<file path="config.mk">
export PLATFORM = sky130hd
export DESIGN_NAME = draw_scheduler
export DESIGN_NICKNAME = d
export VERILOG_FILES = /design/src/rtl/draw_scheduler.sv
export SDC_FILE = /design/constraint.sdc
export NUM_CORES = 1
export LEC_CHECK = 0
export BUFFER_PORTS_ARGS = -buffer_cell sky130_fd_sc_hd__buf_2
export CORE_AREA = 4 4 78 80
export CTS_CLUSTER_DIAMETER = 80
export DETAILED_ROUTE_END_ITERATION = 12
export DIE_AREA = 0 0 82 84
export HOLD_SLACK_MARGIN = 0.08
export PLACE_DENSITY = 0.72
export SYNTH_ARGS = -nofsm -noshare
export SYNTH_HDL_FRONTEND = slang
export SYNTH_SLANG_ARGS = --single-unit
</file>
<file path="constraint.sdc">
create_clock -name clock -period 2.05 [get_ports clock]
set_clock_uncertainty 0.05 [all_clocks]
set_input_delay 0.1025 -clock clock [delete_from_list [all_inputs] [get_ports clock]]
set_output_delay 0.1025 -clock clock [all_outputs]
set_load 0.01 [all_outputs]
</file>
<file path="src/rtl/draw_scheduler.sv">
// Frame-paced round-robin scheduler that hands a shared VGA write port to three
// drawing clients (pacman, ghost0, ghost1) once per frame, with a per-client watchdog.
module draw_scheduler #(
  parameter int unsigned FRAME_TICKS = 833334,
  parameter int unsigned TIMEOUT     = 1023
) (
  input  logic       clock,
  input  logic       reset,
  input  logic       enable,
  output logic [2:0] go,
  input  logic [2:0] done,
  input  logic [7:0] cx0,
  input  logic [7:0] cx1,
  input  logic [7:0] cx2,
  input  logic [6:0] cy0,
  input  logic [6:0] cy1,
  input  logic [6:0] cy2,
  input  logic [2:0] ccol0,
  input  logic [2:0] ccol1,
  input  logic [2:0] ccol2,
  input  logic [2:0] cplot,
  output logic [7:0] vga_x,
  output logic [6:0] vga_y,
  output logic [2:0] colour,
  output logic       plot,
  output logic       frame_start,
  output logic       busy,
  output logic [1:0] active,
  output logic       timeout_err,
  output logic       overrun
);

  typedef enum logic [1:0] {
    IDLE  = 2'd0,
    ISSUE = 2'd1,
    WAIT  = 2'd2,
    NEXT  = 2'd3
  } state_t;

  localparam logic [19:0] LAST_TICK = 20'(FRAME_TICKS - 1);
  // The watchdog counts WAIT cycles; it reaches TIMEOUT on the last permitted one.
  localparam logic [9:0]  WD_LAST   = 10'(TIMEOUT - 1);

  state_t      state_r;
  state_t      state_nxt_s;
  logic [1:0]  idx_r;
  logic [1:0]  idx_nxt_s;
  logic [9:0]  wd_r;
  logic [9:0]  wd_nxt_s;
  logic [19:0] frame_cnt_r;
  logic        tick_s;
  logic        done_sel_s;
  logic        plot_sel_s;
  logic        timeout_set_s;
  logic [2:0]  go_r;
  logic        frame_start_r;
  logic        busy_r;
  logic        plot_en_r;
  logic        timeout_err_r;
  logic        overrun_r;
  logic [7:0]  vga_x_s;
  logic [6:0]  vga_y_s;
  logic [2:0]  colour_s;

  function automatic logic [2:0] onehot3(input logic [1:0] i);
    case (i)
      2'd0:    return 3'b001;
      2'd1:    return 3'b010;
      2'd2:    return 3'b100;
      default: return 3'b000;
    endcase
  endfunction

  // Frame period counter; held at zero while disabled so re-enabling restarts a full period.
  always_ff @(posedge clock) begin
    if (reset) begin
      frame_cnt_r <= 20'd0;
    end else if (!enable) begin
      frame_cnt_r <= 20'd0;
    end else if (frame_cnt_r == LAST_TICK) begin
      frame_cnt_r <= 20'd0;
    end else begin
      frame_cnt_r <= frame_cnt_r + 20'd1;
    end
  end

  assign tick_s = enable && (frame_cnt_r == LAST_TICK);

  // Select the owning client's pixel, done and write-enable.
  always_comb begin
    vga_x_s    = 8'd0;
    vga_y_s    = 7'd0;
    colour_s   = 3'd0;
    done_sel_s = 1'b0;
    plot_sel_s = 1'b0;
    case (idx_r)
      2'd0: begin
        vga_x_s = cx0; vga_y_s = cy0; colour_s = ccol0;
        done_sel_s = done[0]; plot_sel_s = cplot[0];
      end
      2'd1: begin
        vga_x_s = cx1; vga_y_s = cy1; colour_s = ccol1;
        done_sel_s = done[1]; plot_sel_s = cplot[1];
      end
      2'd2: begin
        vga_x_s = cx2; vga_y_s = cy2; colour_s = ccol2;
        done_sel_s = done[2]; plot_sel_s = cplot[2];
      end
      default: begin
        vga_x_s = 8'd0; vga_y_s = 7'd0; colour_s = 3'd0;
        done_sel_s = 1'b0; plot_sel_s = 1'b0;
      end
    endcase
  end

  // Next-state logic; a done on the final watchdog cycle takes priority over the timeout.
  always_comb begin
    state_nxt_s   = state_r;
    idx_nxt_s     = idx_r;
    wd_nxt_s      = wd_r;
    timeout_set_s = 1'b0;
    case (state_r)
      IDLE: begin
        if (tick_s) begin
          state_nxt_s = ISSUE;
          idx_nxt_s   = 2'd0;
        end else begin
          state_nxt_s = IDLE;
        end
      end
      ISSUE: begin
        state_nxt_s = WAIT;
        wd_nxt_s    = 10'd0;
      end
      WAIT: begin
        wd_nxt_s = wd_r + 10'd1;
        if (done_sel_s) begin
          state_nxt_s = NEXT;
        end else if (wd_r == WD_LAST) begin
          state_nxt_s   = NEXT;
          timeout_set_s = 1'b1;
        end else begin
          state_nxt_s = WAIT;
        end
      end
      NEXT: begin
        if (idx_r == 2'd2) begin
          state_nxt_s = IDLE;
          idx_nxt_s   = 2'd0;
        end else begin
          state_nxt_s = ISSUE;
          idx_nxt_s   = idx_r + 2'd1;
        end
      end
      default: begin
        state_nxt_s = IDLE;
        idx_nxt_s   = 2'd0;
      end
    endcase
  end

  // State, sticky flags and Moore outputs registered from the next state.
  always_ff @(posedge clock) begin
    if (reset) begin
      state_r       <= IDLE;
      idx_r         <= 2'd0;
      wd_r          <= 10'd0;
      go_r          <= 3'b000;
      frame_start_r <= 1'b0;
      busy_r        <= 1'b0;
      plot_en_r     <= 1'b0;
      timeout_err_r <= 1'b0;
      overrun_r     <= 1'b0;
    end else begin
      state_r       <= state_nxt_s;
      idx_r         <= idx_nxt_s;
      wd_r          <= wd_nxt_s;
      go_r          <= (state_nxt_s == ISSUE) ? onehot3(idx_nxt_s) : 3'b000;
      frame_start_r <= (state_nxt_s == ISSUE) && (idx_nxt_s == 2'd0);
      busy_r        <= (state_nxt_s != IDLE);
      plot_en_r     <= (state_nxt_s == WAIT);
      timeout_err_r <= timeout_err_r | timeout_set_s;
      overrun_r     <= overrun_r | (tick_s && (state_r != IDLE));
    end
  end

  assign go          = go_r;
  assign frame_start = frame_start_r;
  assign busy        = busy_r;
  assign active      = idx_r;
  assign timeout_err = timeout_err_r;
  assign overrun     = overrun_r;
  assign vga_x       = vga_x_s;
  assign vga_y       = vga_y_s;
  assign colour      = colour_s;
  assign plot        = plot_en_r & plot_sel_s;

endmodule

</file>
* After elaboration in Yosys (flattened, before gate mapping) *
Cells that the tools add are included.

storage, ports and cells
  register bits after elaboration = 42
  latch bits = 0
  memory bits (writable) = 0
  bits in read-only memories = 0
  input port bits = 63
  output and inout port bits = 28
  logic and storage cells = 58
  memories kept = 0

cells by class
  add/subtract/negate cells = 3
  multipliers = 0
  div/mod/pow operators = 0
  magnitude comparators = 0
  equal/unequal tests = 11
  shift-type cells = 0
  muxes and demuxes = 18
  bitwise operators = 5
  reductions and logical operators = 11

operators with widths
  cell                                                                    number
  8-bit case mux with 3 select lines                                      1
  7-bit case mux with 3 select lines                                      1
  20-bit by 1-bit adder with 20-bit output (second input constant)        1
  20-bit equality test (second input constant)                            1
  10-bit case mux with 2 select lines                                     1
  3-bit case mux with 3 select lines                                      2
  10-bit by 1-bit adder with 10-bit output (second input constant)        1
  10-bit equality test (second input constant)                            1
  2-bit equality test (second input constant)                             5
  2-bit by 1-bit equality test with 1-bit output (second input constant)  4
  2-bit case mux with 4 select lines                                      1
  1-bit 2-to-1 mux                                                        7
  2-bit zero test                                                         3
  1-bit case mux with 3 select lines                                      2
  2-bit nonzero test                                                      3
  2-bit 2-to-1 mux                                                        2
  2-bit case mux with 2 select lines                                      1
  1-bit logical AND                                                       3
  3-bit OR reduction                                                      1
  2-bit by 1-bit adder with 2-bit output (second input constant)          1
  1-bit inverter                                                          2
  1-bit bitwise OR                                                        2
  2-bit OR reduction                                                      1
  1-bit AND                                                               1

* Logic depth before layout (Yosys ltp) *
Gate-level depths: netlist (run 1).

  word-level depth = 7
  mapped depth = 7
  gate-level depth less buffers = 6

* Worst setup path before layout (run 1) *
Ideal clock, no wire load.

  path type = register to register
  start point = register frame_cnt_r[7]
  end point = register go_r[2] (netlist: go[2])
  library setup time = 0.146 ns
  arrival = 1.560 ns
  required time = 1.854 ns
  setup slack = 0.294 ns
  cell stages (with the launch flop) = 5
  path buffers = 0
  period minus slack after synthesis = 1.756 ns
  cell sequence = dfxtp_1 or4b_4 or4_1 o211ai_2 nor3_1

between the ends
  word-level cells in the longest chain between the ends = 7
  elaborated cells between the ends (all ways) = 13
  classes of those cells = 4 x eq/ne; 5 x mux; 1 x bitwise; 3 x reduce/logical

ends and longest elaborated chain
  what                                            line  text
  start, declared                                 50    logic [19:0] frame_cnt_r;
  start signal, assigned                          83    frame_cnt_r <= frame_cnt_r + 20'd1;
  20-bit equality test *                          87    assign tick_s = enable && (frame_cnt_r == LAST_TICK);
  1-bit logical AND *                             87
  1-bit 2-to-1 mux                                124   if (tick_s) begin
  2-bit case mux with 4 select lines              122   case (state_r)
  2-bit by 1-bit equality test with 1-bit output  178   go_r <= (state_nxt_s == ISSUE) ? onehot3(idx_nxt_s) : 3'b000;
  1-bit inverter (no source line)                 n/a
  2-bit OR reduction (no source line)             n/a
  end signal, assigned                            178
  end, declared                                   55    logic [2:0] go_r;

Mark *: on every way between the ends. The rest lies on a longest branch, timed or not.
A chain may end at the register's enable or synchronous reset.

* Final worst setup path (run 1) *
  start point = register frame_cnt_r[2]
  end point = register go_r[2] (netlist: go[2])

The elaborated chain is that of the path after synthesis.

==> flow_summary.ini, run 1 <==
[synthesis]
synth-compound-area-share_pct = 11.9
synth_simple_gate_area_share_pct = 26.8
synth_edf_count = 0
synth_top_family_by_area = simple AND/OR/NAND/NOR gates
yosys.area_share.adder_pct = 3.74
ys_seq_elements = 42
synth_seq_area_share_pct = 35.9
synthMuxAreaShare_pct = 8.55
synthFlopType = dfxtp_1
synth_area_um2 = 2340
async_flop_share_pct = 0
synth-xor-area-share_pct = 8.23
synthesis.instances = 287
yosys_warnings = 0
yosysUniqueCellTypes = 42
synth_area_per_cell_um2 = 8.16
syn_nets = 357

[finish]
antenna_cells = 0
drive_gt1_share_pct = 29.4
instances_no_fill = 453
area_delta_synth_final_pct = 28.5
nNetsFinal = 450
post-route-cell-area_um2 = 3010

[cts]
cts_sinks = 42
cts.clk_slew.worst_paths_ps = 80
cts_buffers = 5
worstSkewPairLatency_ps = 290
post_cts_resized = 0
cts_tree = done
cts-root-buf = clkbuf_8
clk_path_buf_depth = 2
htree_levels = 2

[setup_path]
cp-start-kind = flop
cp_data_required_time_ps = 2170
cp.arrival_ps = 1970
rr_worst_depth = 4
reg2reg_to = go[2]
cp_max_fo = 6
end_kind = flop
rrSetupSlack_ps = 210
worstSetupPathType = flop to flop
crit_start = frame_cnt_r[2]
critical_path.endpoint = go[2]
r2r-start = frame_cnt_r[2]

[place]
dpl-instance-area_um2 = 2890
hpwl_um = 4570
gp_congestion = 0.837
place_inst = 444
port_buffers = 90

[drt]
wl_met2_um = 2900
met1_length_um = 2400
route.detailed.drc = 0
first_iter_violations = 82
wl_per_cell_um = 12.9
first_pass_iters = 4
met3_length_um = 428
antenna_left = 0
top_layer_used = met4
routed-via-count = 2322
wl_um = 5830
avgViaCountPerCell = 5.13

[pwr]
p_leak_nw = 1.16
vdd_drop_max_mv = 0.400
powerDensity_nw_per_um2 = 591

[die]
initial_core_util_pct = 43.3
dieArea_um2 = 6890
rows = 27
die_x_um = 82
die-height_um = 84
core_um2 = 5410
pin_count = 91

[run]
cap_violations = 0

[run_status]
outcome = completed

[grt]
antenna_found_initial = 0
grt-ovfl-total = 0
grt_max_degree = 26
grt_pass1_wl_um = 9820
first_global_vias = 2251
track_usage_pct = 17.3

[sta]
fin_crit_sh_pct = 89.8
worstMarginPinSlew_ps = 394
setup_violations = 0
layout_min_cycle_time_ps = 1840
hold_viol = 0
relSlewSlack_pct = 73.7
setup-tns-final_ps = 0
rsz0062_at_grt = false
fmax_mhz = 543
slew_viol_final = 0

[min_path]
worstHoldPathType = input port to flop
[cell families after synthesis]
group / Yosys count
AOI/OAI and AO/OA: 46
xor gates and xnor gates: 22
adders and majority gates: 7
buffers and inverters: 26
DFF: 42
muxes: 20
and+or+nand+nor: 124
[cell type report]
class / count / area (um2)
clock buffer: 6 / 72.6
clock inverter: 2 / 37.5
fill: 525 / 2400
inverter: 13 / 48.8
multi-input combinational: 219 / 1390
sequential: 42 / 841
tap: 72 / 90.1
timing repair buffer: 99 / 533
[state kept, by name, indices dropped and copies added, names as in the netlist]
name         flops
active           2
busy             1
frame_cnt_r     20
frame_start      1
go               3
overrun          1
plot_en_r        1
state_r          2
timeout_err      1
wd_r            10
[critical path, stage by stage (launching register included)]
cell and delay [ps]:
dfxtp_1 430, or4b_4 510, or4_1 510, o211ai_2 170, nor3_1 60
[where the power goes]
group | internal (W) | switching (W) | total [W] | leakage [nW]
Sequential | 0.000838 | 0.0000163 | 0.000854 | 0.339
Combinational | 0.000123 | 0.000151 | 0.000274 | 0.773
Clock | 0.000364 | 0.000288 | 0.000651 | 0.0514
[cell usage in the layout, fill, tap and decap left out, drive strengths merged, types with 2 or more instances in the layout]
cell type	instances
dfxtp	42
or3	6
clkbuf	6
nand4	9
o21ai	24
ha	7
a21oi	8
a31oi	2
nor3	13
a211oi	4
inv	13
mux2i	20
or4b	2
xor2	8
a21o	2
and3	2
nand3	13
nor2	33
xnor2	14
buf	98
nor4	4
nand2b	2
and4	3
nand2	30
and2	2
[per-layer routing]
layer,track usage [%],vias up
li1,-,1186
met5,0,-
met3,4.43,11
met2,30.3,61
met1,20.3,1064
met4,5.14,0
[metrics by stage]
stage,hold WS [ps],setup WS (ps),util (%),total power [W]
after floorplan,309,294,-,0.00102
after global placement,365,239,53.4,0.00114
after detailed placement,369,204,53.4,0.00115
after CTS,149,191,55.7,0.00180
after global routing,187,56.9,55.7,0.00187
final,168,209,55.7,0.00178
[cell usage after synthesis (all sizes together) (8+ instances only)]
master / instances / area share (%)
dfxtp: 42 / 36
a21oi: 8 / 1.9
nor3: 13 / 2.8
nand4: 9 / 2.4
xnor2: 14 / 5.2
xor2: 8 / 3.0
nand2: 30 / 4.8
inv: 13 / 2.1
o21ai: 24 / 5.1
nand3: 13 / 2.8
mux2i: 20 / 8.5
nor2: 33 / 5.3
[how the worst min path moves through the flow]
| stage | from | end | slack, ps | cells past startpoint |
|---|---|---|---|---|
| floorplan | ccol2[0] | colour[0] | 310 | 2 |
| global placement | reset | overrun | 360 | 2 |
| detailed placement | reset | timeout_err | 370 | 2 |
| CTS | enable | go[2] | 150 | 4 |
| global route | done[2] | timeout_err | 190 | 4 |
| finish | enable | go[2] | 170 | 4 |
[repair_timing]
| item | 4_1_cts | 5_1_grt |
|---|---|---|
| setup endpoints to repair | 0 | 0 |
| hold buffers | 1 | 0 |
| hold endpoints to repair | 7 | 0 |
| buffers inserted | 0 | 0 |
(Power assumes the default switching activity.)
==> run 2, diff against run 1 <==
==> constraint.sdc (replaced) <==
create_clock -name clock -period 2.05 [get_ports clock]
set_clock_uncertainty 0.05 [all_clocks]
set_input_delay 0.3075 -clock clock [delete_from_list [all_inputs] [get_ports clock]]
set_output_delay 0.3075 -clock clock [all_outputs]
set_load 0.005 [all_outputs]
==> run 2 against run 1 <==
Net effect:
- non-clock buffer count increased by 2
- sequential cell count unchanged
- clock power decreased by 16%
- wire length decreased by 1.5%
- maximum frequency decreased by 1.1%
- final cell count increased by 0.44%
- total power decreased by 6.3%
- combinational power decreased by 4%
- highest routed layer unchanged
==> flow_summary.ini, run 2 (synthesized netlist as in run 1, its figures left out) <==
[setup_path]
cp_cell_sequence = buf_4 > mux2i_1 > o21ai_0 > and2_1 > buf_2
cp.arrival_ps = 1500
cp-start-kind = flop
end_kind = output port
slowest_stage = dfxtp_1
path_buf_inv = 2
cp_data_required_time_ps = 1690
cp_max_fo = 17
worstSetupPathType = flop to output port
slowest_delay_ps = 350
crit_family = buffers and inverters

[place]
hpwl_um = 4500
dp_slack_ps = 221
port_buffers = 90
gp_congestion = 0.836
place_inst = 447

[sta]
slew_viol_final = 0
worst_slack_ps = 188
relSlewSlack_pct = 76.6
hold_viol = 0
hold_ws_ps = 272
fin_crit_sh_pct = 90.8
layout_min_cycle_time_ps = 1860
fmax_mhz = 537
rsz0062_at_grt = false
worstMarginPinSlew_ps = 347
setup_violations = 0
setup-tns-final_ps = 0

[cts]
cts_buffers = 5
clk_path_buf_depth = 2
cts.clk_slew.worst_paths_ps = 80
post_cts_buffers = 0
cts-root-buf = clkbuf_8
worstSkewPairLatency_ps = 290
hold_buffers = 0
cts_tree = done
cts_sinks = 42
htree_levels = 2
post_cts_resized = 0

[die]
rows = 27
dieArea_um2 = 6890
die_x_um = 82
die-height_um = 84
pin_count = 91
core_um2 = 5410
initial_core_util_pct = 43.3

[drt]
antenna_left = 0
routed-via-count = 2320
first_iter_violations = 63
wl_per_cell_um = 12.6
route.detailed.drc = 0
avgViaCountPerCell = 5.10
first_pass_iters = 4
wl_um = 5740

[pwr]
seq_power_share_pct = 51.2
p_int_w = 0.00123
comb_power_share_pct = 15.9
p_leak_nw = 1.17
p_clk_share_pct = 33.0
switching_share_pct = 26.0
switchingPower_w = 0.000433
powerDensity_nw_per_um2 = 557
vdd_drop_max_mv = 0.493

[finish]
regMostFlops = frame_cnt_r
nNetsFinal = 452
area_delta_synth_final_pct = 27.8
multi_input_area_um2 = 1390
largest_reg_flops = 20
layout_common_cells = 90 x buf_2, 42 x dfxtp_1, 33 x nor2_1
drive_gt1_share_pct = 30.3
seqCellArea_um2 = 841
antenna_cells = 0
final_util_pct = 55.4
instances_no_fill = 455
fillers = 534
final_common_cell = buf_2

[grt]
antenna_found_initial = 0
first_global_vias = 2221
grt-ovfl-total = 0
grt_pass1_wl_um = 9560
grt_max_degree = 26
track_usage_pct = 17.0

[run]
cap_violations = 0

[run_status]
outcome = completed

[min_path]
worstHoldPathType = input port to flop
## run 2: power by group through the flow
stage	clock network, W	registers, W	logic (W)
after global placement	0	0.000871	0.000262
after global routing	0.000599	0.000857	0.000299
after detailed placement	0	0.000873	0.000263
after CTS	0.000573	0.000853	0.000266
after floorplan	0	0.000871	0.000139
final	0.000550	0.000853	0.000264
## run 2: per-stage QoR
stage | instance area, um2 | total power [W]
finish | 2990 | 0.00167
detailed placement | 2900 | 0.00114
global route | 2990 | 0.00175
global placement | 2900 | 0.00113
floorplan | 2340 | 0.00101
CTS | 2990 | 0.00169
## run 2: worst paths after layout
path | startpoint | end | slack (ps) | cells past startpoint
max reg2reg | frame_cnt_r[0] | frame_cnt_r[18] | 230 | 5
max | active[0] | plot | 190 | 5
min reg2reg | timeout_err | timeout_err | 410 | 2
min | reset | wd_r[1] | 270 | 2
## run 2: area by class of cell
class	count	area share, %
Inverter	13	1.63
Sequential cell	42	28.1
Timing Repair Buffer	101	17.8
Clock buffer	6	2.76
Clock inverter	2	0.418
Tap cell	72	3.01
Multi-Input combinational cell	219	46.3
## run 2: layer usage
layer / up-vias / global-route usage, % / wire length, um
met4: 0 / 5.59 / 105
met2: 60 / 30.0 / 2800
met5: - / 0 / 0
met1: 1053 / 19.3 / 2410
met3: 13 / 4.32 / 418
li1: 1194 / - / -
